--- config.mk ---
export PLATFORM = sky130hd
export DESIGN_NAME = mem_lsu
export DESIGN_NICKNAME = d
export VERILOG_FILES = /design/src/rtl/mem_lsu_pkg.sv /design/src/rtl/mem_lsu_align.sv /design/src/rtl/mem_lsu.sv
export SDC_FILE = /design/constraint.sdc
export NUM_CORES = 1
export LEC_CHECK = 0
export BUFFER_PORTS_ARGS = -buffer_cell sky130_fd_sc_hd__buf_2
export CAP_MARGIN = 25
export CORE_UTILIZATION = 50
export CTS_BUF_LIST = sky130_fd_sc_hd__clkbuf_2
export CTS_CLUSTER_SIZE = 14
export DETAILED_ROUTE_END_ITERATION = 8
export GPL_TIMING_DRIVEN = 0
export PLACE_DENSITY = 0.83
export SYNTH_ARGS = -nofsm -noshare
export SYNTH_HDL_FRONTEND = slang
export SYNTH_SLANG_ARGS = --single-unit
export TNS_END_PERCENT = 10
--- constraint.sdc ---
create_clock -name clk -period 3.5 [get_ports clk]
set_input_delay 0.35 -clock clk [delete_from_list [all_inputs] [get_ports clk]]
set_output_delay 0.35 -clock clk [all_outputs]
set_load 0.005 [all_outputs]
--- src/rtl/mem_lsu_pkg.sv ---
// Shared definitions for the load/store memory stage: RV32I access encodings and FSM states.
package mem_lsu_pkg;

   localparam logic [2:0] INST_LB  = 3'b000;
   localparam logic [2:0] INST_LH  = 3'b001;
   localparam logic [2:0] INST_LW  = 3'b010;
   localparam logic [2:0] INST_LBU = 3'b100;
   localparam logic [2:0] INST_LHU = 3'b101;
   localparam logic [2:0] INST_SB  = 3'b000;
   localparam logic [2:0] INST_SH  = 3'b001;
   localparam logic [2:0] INST_SW  = 3'b010;

   typedef enum logic [1:0] {StIdle, StReq, StResp} lsu_state_e;

endpackage

--- src/rtl/mem_lsu_align.sv ---
// Combinational lane steering: store byte enables/replication, load extraction/extension,
// and access legality flags.
module mem_lsu_align
   import mem_lsu_pkg::*;
(
   input  logic [2:0]  func3_i,
   input  logic [1:0]  off_i,
   input  logic [31:0] store_data_i,
   input  logic [31:0] rdata_i,
   output logic [31:0] wdata_o,
   output logic [3:0]  be_o,
   output logic [31:0] ldata_o,
   output logic        misaligned_o,
   output logic        ld_illegal_o,
   output logic        st_illegal_o
);

   logic [31:0] lane;

   always_comb begin
      wdata_o = store_data_i;
      be_o    = 4'b1111;
      unique case (func3_i[1:0])
         2'b00: begin
            wdata_o = {4{store_data_i[7:0]}};
            be_o    = 4'b0001 << off_i;
         end
         2'b01: begin
            wdata_o = {2{store_data_i[15:0]}};
            be_o    = 4'b0011 << off_i;
         end
         default: ;
      endcase
   end

   assign lane = rdata_i >> {off_i, 3'b000};

   always_comb begin
      ldata_o = rdata_i;
      case (func3_i)
         INST_LB:  ldata_o = {{24{lane[7]}}, lane[7:0]};
         INST_LH:  ldata_o = {{16{lane[15]}}, lane[15:0]};
         INST_LBU: ldata_o = {24'h0, lane[7:0]};
         INST_LHU: ldata_o = {16'h0, lane[15:0]};
         default:  ldata_o = rdata_i;
      endcase
   end

   assign misaligned_o = ((func3_i[1:0] == 2'b01) && off_i[0]) ||
                         ((func3_i[1:0] == 2'b10) && (off_i != 2'b00));
   assign ld_illegal_o = (func3_i == 3'd3) || (func3_i == 3'd6) || (func3_i == 3'd7);
   assign st_illegal_o = (func3_i > 3'd2);

endmodule

--- src/rtl/mem_lsu.sv ---
// RV32I memory stage: accepts from EX, runs one req/gnt/rvalid bus transaction at a time,
// and registers the writeback result, with alignment/legality checks and a watchdog.
module mem_lsu
   import mem_lsu_pkg::*;
#(
   parameter int unsigned ADDR_W      = 32,
   parameter int unsigned TIMEOUT_CYC = 255
) (
   input  logic              clk,
   input  logic              rst,
   input  logic              ex_valid,
   output logic              ex_ready,
   input  logic              mem_we_in,
   input  logic              mem_re_in,
   input  logic [ADDR_W-1:0] alu_in,
   input  logic [31:0]       store_data_in,
   input  logic [4:0]        rd_addr_in,
   input  logic              reg_enable_in,
   input  logic [2:0]        func3,
   output logic              bus_req,
   output logic              bus_we,
   output logic [ADDR_W-1:0] bus_addr,
   output logic [31:0]       bus_wdata,
   output logic [3:0]        bus_be,
   input  logic              bus_gnt,
   input  logic              bus_rvalid,
   input  logic [31:0]       bus_rdata,
   output logic              wb_valid,
   output logic [31:0]       final_data_out,
   output logic [4:0]        rd_addr_out,
   output logic              reg_enable_out,
   output logic              fault_out
);

   lsu_state_e        state_q, state_d;
   logic [ADDR_W-1:0] addr_q, addr_d;
   logic [31:0]       wdata_q, wdata_d;
   logic [3:0]        be_q, be_d;
   logic              we_q, we_d;
   logic [2:0]        f3_q, f3_d;
   logic [1:0]        off_q, off_d;
   logic [4:0]        rd_q, rd_d;
   logic              ren_q, ren_d;
   logic [31:0]       wd_q, wd_d;
   logic              wb_valid_q, wb_valid_d;
   logic [31:0]       data_q, data_d;
   logic [4:0]        rd_out_q, rd_out_d;
   logic              ren_out_q, ren_out_d;
   logic              fault_q, fault_d;

   logic              idle;
   logic [31:0]       al_wdata, al_ldata;
   logic [3:0]        al_be;
   logic              al_mis, al_ld_ill, al_st_ill;
   logic              bad_access, timeout_hit;

   assign idle = (state_q == StIdle);

   // In IDLE the aligner judges the incoming op; afterwards it decodes the latched load.
   mem_lsu_align u_align (
      .func3_i      (idle ? func3 : f3_q),
      .off_i        (idle ? alu_in[1:0] : off_q),
      .store_data_i (store_data_in),
      .rdata_i      (bus_rdata),
      .wdata_o      (al_wdata),
      .be_o         (al_be),
      .ldata_o      (al_ldata),
      .misaligned_o (al_mis),
      .ld_illegal_o (al_ld_ill),
      .st_illegal_o (al_st_ill)
   );

   assign bad_access  = (mem_we_in && mem_re_in) || (mem_we_in ? al_st_ill : al_ld_ill) || al_mis;
   assign timeout_hit = (TIMEOUT_CYC != 0) && (wd_q == TIMEOUT_CYC);

   always_comb begin
      state_d    = state_q;
      addr_d     = addr_q;
      wdata_d    = wdata_q;
      be_d       = be_q;
      we_d       = we_q;
      f3_d       = f3_q;
      off_d      = off_q;
      rd_d       = rd_q;
      ren_d      = ren_q;
      wd_d       = wd_q;
      wb_valid_d = 1'b0;
      data_d     = data_q;
      rd_out_d   = rd_out_q;
      ren_out_d  = ren_out_q;
      fault_d    = 1'b0;
      unique case (state_q)
         StIdle: begin
            if (ex_valid) begin
               if (!mem_we_in && !mem_re_in) begin
                  wb_valid_d = 1'b1;
                  data_d     = 32'(alu_in);
                  rd_out_d   = rd_addr_in;
                  ren_out_d  = reg_enable_in;
               end else if (bad_access) begin
                  wb_valid_d = 1'b1;
                  fault_d    = 1'b1;
                  rd_out_d   = rd_addr_in;
                  ren_out_d  = 1'b0;
               end else begin
                  addr_d  = alu_in & ~ADDR_W'(3);
                  wdata_d = al_wdata;
                  be_d    = mem_we_in ? al_be : 4'b1111;
                  we_d    = mem_we_in;
                  f3_d    = func3;
                  off_d   = alu_in[1:0];
                  rd_d    = rd_addr_in;
                  ren_d   = reg_enable_in;
                  wd_d    = '0;
                  state_d = StReq;
               end
            end
         end
         StReq: begin
            wd_d = wd_q + 32'd1;
            if (bus_gnt) begin
               if (we_q) begin
                  wb_valid_d = 1'b1;
                  rd_out_d   = rd_q;
                  ren_out_d  = 1'b0;
                  state_d    = StIdle;
               end else begin
                  state_d = StResp;
               end
            end else if (timeout_hit) begin
               wb_valid_d = 1'b1;
               fault_d    = 1'b1;
               rd_out_d   = rd_q;
               ren_out_d  = 1'b0;
               state_d    = StIdle;
            end
         end
         StResp: begin
            wd_d = wd_q + 32'd1;
            if (bus_rvalid) begin
               wb_valid_d = 1'b1;
               data_d     = al_ldata;
               rd_out_d   = rd_q;
               ren_out_d  = ren_q;
               state_d    = StIdle;
            end else if (timeout_hit) begin
               wb_valid_d = 1'b1;
               fault_d    = 1'b1;
               rd_out_d   = rd_q;
               ren_out_d  = 1'b0;
               state_d    = StIdle;
            end
         end
         default: state_d = StIdle;
      endcase
   end

   always_ff @(posedge clk) begin
      if (rst) begin
         state_q    <= StIdle;
         addr_q     <= '0;
         wdata_q    <= '0;
         be_q       <= '0;
         we_q       <= 1'b0;
         f3_q       <= '0;
         off_q      <= '0;
         rd_q       <= '0;
         ren_q      <= 1'b0;
         wd_q       <= '0;
         wb_valid_q <= 1'b0;
         data_q     <= '0;
         rd_out_q   <= '0;
         ren_out_q  <= 1'b0;
         fault_q    <= 1'b0;
      end else begin
         state_q    <= state_d;
         addr_q     <= addr_d;
         wdata_q    <= wdata_d;
         be_q       <= be_d;
         we_q       <= we_d;
         f3_q       <= f3_d;
         off_q      <= off_d;
         rd_q       <= rd_d;
         ren_q      <= ren_d;
         wd_q       <= wd_d;
         wb_valid_q <= wb_valid_d;
         data_q     <= data_d;
         rd_out_q   <= rd_out_d;
         ren_out_q  <= ren_out_d;
         fault_q    <= fault_d;
      end
   end

   assign ex_ready       = idle;
   assign bus_req        = (state_q == StReq);
   assign bus_we         = we_q;
   assign bus_addr       = addr_q;
   assign bus_wdata      = wdata_q;
   assign bus_be         = be_q;
   assign wb_valid       = wb_valid_q;
   assign final_data_out = data_q;
   assign rd_addr_out    = rd_out_q;
   assign reg_enable_out = ren_out_q;
   assign fault_out      = fault_q;

endmodule

After elaboration in Yosys (flattened, before gate mapping)
Cells that the tools add are included.
- register bits after elaboration: 152
- bits of input ports: 112
- output and inout port bits: 111
- logic and storage cells: 116
- add/subtract/negate cells: 1
- magnitude comparators: 1
- equality and inequality tests: 18
- shift operators: 3
- mux-type cells: 52
- bitwise operators: 2
- reductions and logical operators: 24
- operator list (cell ; count):
    $mux 32 ; 6
    $pmux 32 s2 ; 3
    $pmux 32 s4 ; 1
    $mux 5 ; 7
    $add 32x1->32 const B ; 1
    $eq 32x8->1 const B ; 1
    $shr 32x5->16 ; 1
    $mux 1 ; 19
    $mux 2 ; 8
    $reduce_and 4->1 ; 4
    $pmux 5 s3 ; 1
    $eq 3x3->1 const B ; 4
    $pmux 1 s3 ; 3
    $ne 2x2->1 const B ; 4
    $pmux 4 s2 ; 1
    $pmux 2 s3 ; 1
    $reduce_bool 2->1 ; 3
    $logic_or 1x1->1 ; 5
    $eq 2x1->1 const B ; 2
    $eq 2x2->1 const B ; 2
    $logic_and 1x1->1 ; 4
    $logic_not 2->1 ; 2
    $mux 4 ; 1
    $shl 1x2->4 const A ; 1
    14 further kinds ; 16

Longest topological paths before layout
- depth in word-level cells: 12
- depth in mapped cells: 13
- mapped depth without buffers: 8

Cells and area by module
A second synthesis with hierarchy kept.
- cell total of the unflattened synthesis: 981
- area, all modules: 8074.0 um^2
- modules (own cells, without submodules) (module ; instances ; cells each ; area each (um^2) ; sequential area each (um^2)):
    mem_lsu ; 1 ; 795 ; 6650.1 ; 3042.9
    mem_lsu_align ; 1 ; 186 ; 1423.9 ; 0.0

Worst setup path before layout
Ideal clock, no wire load.
- kind: flip-flop to flip-flop
- from: reg state_q[0]
- to: reg data_q[22] (netlist: final_data_out[22])
- library setup time: 87 ps
- arrival: 2370 ps
- required time: 3413 ps
- slack: 1043 ps
- stages on the path, launching flop included: 12
- path buffers: 3
- period minus slack after synthesis: 2457 ps
- cell sequence: dfxtp_1 -> inv_1 -> ha_1 -> buf_4 -> buf_6 -> mux2_4 -> mux2i_1 -> o21ai_0 -> a221oi_1 -> o31a_2 -> buf_6 -> a221oi_2
- longest elaborated chain between the ends: 6
- elaborated cells on any way between the ends: 17
- those cells by class: 7 x eq/ne; 1 x shift; 5 x mux; 4 x reduce/logical
- RTL lines (element ; RTL line ; text):
    from (decl) ; mem_lsu.sv:35 ; lsu_state_e state_q, state_d;
    from (signal assigned) ; mem_lsu.sv:160 ; state_q <= StIdle;
    from (signal assigned) ; mem_lsu.sv:176 ; state_q <= state_d;
    $logic_not 2->1 * ; mem_lsu.sv:57 ; assign idle = (state_q == StIdle);
    via ex_ready ; mem_lsu.sv:12 ; output logic ex_ready,
    $mux 2 / $mux 3 (equally long branches) ; mem_lsu.sv:62, mem_lsu.sv:61 ;
    $shr 32x5->16, or another cell as far along ; mem_lsu_align.sv:36 ; assign lane = rdata_i >> {off_i, 3'b000};
    $pmux 32 s4 ; mem_lsu_align.sv:40 ; case (func3_i)
    $mux 32 ; mem_lsu.sv:140 ; if (bus_rvalid) begin
    $pmux 32 s2 ; mem_lsu.sv:92 ; unique case (state_q)
    to (signal assigned) ; mem_lsu.sv:187 ; data_q <= data_d;
    to (decl) ; mem_lsu.sv:46 ; logic [31:0] data_q, data_d;
The timed path passes the listed nets; every way through them passes the cells marked *. The select of a mux whose other input is x is not followed.
A chain may end at the register's enable or synchronous reset.

Worst setup path after layout
- from: reg state_q[0]
- to: reg wdata_q[18] (netlist: bus_wdata[18])
- longest elaborated chain between the ends: 10
- elaborated cells on any way between the ends: 22
- those cells by class: 1 x order compare; 5 x eq/ne; 4 x mux; 1 x bitwise; 11 x reduce/logical
- RTL lines (element ; RTL line ; text):
    $logic_not 2->1 * ; mem_lsu.sv:57, mem_lsu.sv:92 ;
    branches (longest 9 deep; another with $gt 3x2->1) ; n/a ;
    to (signal assigned) ; mem_lsu.sv:178 ; wdata_q <= wdata_d;
    to (decl) ; mem_lsu.sv:37 ; logic [31:0] wdata_q, wdata_d;
Mark *: on every way between the ends.

==> impl_metrics.py <==
metrics = {
    "run_status": {
        "status": "finished, final reports clean",
    },
    "flow_run": {
        "drv_cap": 0,
    },
    "floorplanning": {
        "initial_utilization_pct": 51.0,
        "io_pins": 223,
        "die-area_um2": 15900,
        "std_cell_rows": 45,
        "core_area_um2": 15100,
        "fp.dieH_um": 126,
        "die_width_um": 126,
    },
    "cells_and_area": {
        "nets": 1425,
        "syn2layout_area_growth_pct": 34.1,
        "mostFrequentLayoutCells": "buf_2 (232), nand2_1 (198), dfxtp_1 (150), a21oi_1 (103), dlygate4sd3_1 (102)",
        "final_common_cell": "buf_2",
        "drive_above_1_share_pct": 24.7,
        "nFillCells": 1179,
    },
    "route": {
        "drt-pass1-iter-count": 7,
        "antenna_left": 0,
        "wl_per_cell_um": 18.7,
        "drt-initial-drc-count": 1185,
        "routed_wl_um": 28200,
        "vias": 9196,
        "drc": 0,
        "viasPerCell": 6.10,
    },
    "pwr": {
        "clkPwrFrac_pct": 25.5,
        "swShare_pct": 32.6,
        "powerDensity_nw_per_um2": 379,
        "ir_drop_uv": 266,
        "comb_power_share_pct": 26.0,
        "pwr-share-seq_pct": 48.5,
        "p_int_w": 0.00265,
        "power_leakage_nw": 4.18,
        "p_sw_w": 0.00128,
    },
    "global_route": {
        "grt.overflow.total": 0,
        "grt_pass1_vias": 8603,
        "antenna_found_initial": 3,
        "grt_use_total_pct": 35.1,
        "grt_pass1_wl_um": 43900,
        "grt_max_degree": 17,
    },
    "timing": {
        "setup_ws_ps": 197,
        "fin_skew_ps": 33.7,
        "maxSlewHeadroom_pct": 29.8,
        "fin_crit_ps": 3300,
        "worst-slew-pin-transition_ps": 1040,
        "slew_viol_final": 0,
        "fmax_ghz": 0.303,
        "setup_viol_count_final": 0,
        "fin_tns_setup_ps": 0,
        "period_share_pct": 94.4,
        "hold_violations": 0,
        "rsz0062_at_grt": "no",
    },
    "setup_path": {
        "critPathSlowestCell": "dlygate4sd3_1",
        "max_stage_delay_ps": 600,
        "end_kind": "flop",
        "worstPathArrival_ps": 4040,
        "cp.required_ps": 4240,
        "path_class": "reg -> reg",
        "worstPathCellList": "inv_1, ha_1, buf_4, mux2_2, o21a_1, a211oi_2, nor2b_2, buf_2, buf_4, nor2_1, a311oi_1, dlygate4sd3_1",
        "critPathMostFrequentCell": "buf_4",
        "cp-start-kind": "flop",
        "cp_max_fo": 10,
    },
    "cts": {
        "path_clk_slew_ps": 210,
        "cts_tree": "yes",
        "htreeDepth": 4,
        "cts_made_buffers": 17,
        "clk_latency_ps": 780,
        "clock-root-buffer": "clkbuf_2",
        "cts_max_path_buffers": 2,
        "numClockSinks": 152,
    },
    "worst_hold_path": {
        "min_path_type": "in -> reg",
    },
    "synthesis": {
        "synth_cells": 964,
        "synth_edf_count": 0,
        "ys.flop_type": "dfxtp_1",
        "ys_ff_latch": 152,
        "syn_area_um2": 7720,
        "avgSynthCellArea_um2": 8.01,
        "yosysSeqAreaShare_pct": 39.4,
        "ys_warn_count": 0,
        "synthArstFlopShare_pct": 0,
        "synth.distinct_cells": 64,
    },
    "placed_design": {
        "dpl.hpwl_um": 19200,
        "portBuffers": 220,
        "post-place-ws_ps": 376,
        "place_congestion": 0.948,
    },
}
-- power groups by stage --
stage	combinational, W	clock, W	sequential [W]
global placement	0.000865	0	0.00193
CTS	0.000973	0.000997	0.00190
detailed placement	0.000874	0	0.00193
global route	0.00110	0.00107	0.00191
floorplan	0.000513	0	0.00194
finish	0.00102	0.00100	0.00190
-- cells in the mapped netlist, drive strengths merged (6+ instances only) --
library cell,instances,area (um^2)
o31ai,9,67.6
buf,28,206
and3,9,56.3
nor4,8,56.3
nand2b,8,50.1
nor2b,7,43.8
ha,6,75.1
mux2i,13,150
or2,6,37.5
o211ai,14,105
dfxtp,152,3040
a22oi,16,120
a311oi,17,149
a21oi,103,515
a211oi,16,130
o21ai,60,304
o22ai,8,50.1
a2111oi,10,100
or4,8,60.1
nor3,12,60.1
nand3,35,175
inv,8,30.0
xnor2,7,61.3
a221oi,30,325
nand2,199,749
or3,21,131
mux2,12,143
clkbuf,46,173
nor2,57,214
-- worst max-delay path, delay by kind of cell (launching register included) --
| kind | cells | cell delay [ps] |
|---|---|---|
| AO/OA/AOI/OAI | 3 | 730 |
| adder cells (fa/ha/maj) | 1 | 230 |
| buffers and inverters | 5 | 1260 |
| flip-flops | 1 | 380 |
| multiplexers | 1 | 380 |
| AND/OR/NAND/NOR | 2 | 260 |
-- routing by layer --
| metal | part of all wire [%] | GRT usage [%] |
|---|---|---|
| met3 | 10 | 9.05 |
| met5 | 0 | 0 |
| met4 | 5.6 | 20.5 |
| met2 | 46 | 56.9 |
| met1 | 38 | 42.1 |
-- sequential cells by signal (all words and copies together), names as in the netlist --
signal,count
final_data_out,32
off_q,2
ren_q,1
fault_out,1
f3_q,3
bus_addr,30
state_q,2
wd_q,32
rd_addr_out,5
reg_enable_out,1
wb_valid,1
bus_wdata,32
bus_be,4
rd_q,5
bus_we,1
-- final cells by class --
class,count,area [um^2],share of cell area [%]
antenna,3,7.51,0.0725
buffer,73,375,3.63
clock buffer,17,85.1,0.822
clock inverter,12,136,1.32
inverter,9,33.8,0.326
multi-input combinational,730,4300,41.5
sequential,152,3050,29.4
tap,188,235,2.27
timing repair buffer,324,2140,20.6
-- metrics by stage --
stage	hold slack (ps)	cells	cell area [um^2]	total power (W)	util, %
3_5_place_dp	445	1373	9060	0.00281	59.8
6_report	15.7	1508	10400	0.00393	68.4
3_3_place_gp	439	1373	9060	0.00279	59.8
5_1_grt	10.4	1508	10400	0.00408	68.4
4_1_cts	3.32	1504	10300	0.00387	68.0
2_1_floorplan	437	965	7720	0.00245	-
-- kinds of logic (layout without fill, tap and decap cells) --
kind of cell | after synthesis | after routing | share of synthesized area [%]
AOI/OAI and AO/OA | 300 | 300 | 26.3
buffers and inverters | 83 | 435 | 5.35
adders and majority gates | 6 | 6 | 0.973
xor gates and xnor gates | 11 | 11 | 1.25
DFF | 152 | 152 | 39.4
other | 1 | 5 | 0.0486
and+or+nand+nor | 385 | 385 | 22.6
muxes | 26 | 26 | 4.09
-- path summary, 6_finish.rpt --
path	startpoint	end	slack [ps]	cells after the start
setup reg to reg	state_q[0]	bus_wdata[18]	200	12
hold reg to reg	bus_addr[2]	bus_addr[2]	470	2
hold / removal	bus_rdata[26]	final_data_out[26]	20	3
setup / recovery	state_q[0]	bus_wdata[18]	200	12
-- what timing repair did --
| item | CTS | global route |
|---|---|---|
| hold buffers | 102 | 0 |
| endpoints found under the setup margin | 0 | 15 |
| resized for setup | 0 | 8 |
| setup buffers | 0 | 2 |
| hold endpoints to repair | 112 | 0 |
(Power assumes the default switching activity.)
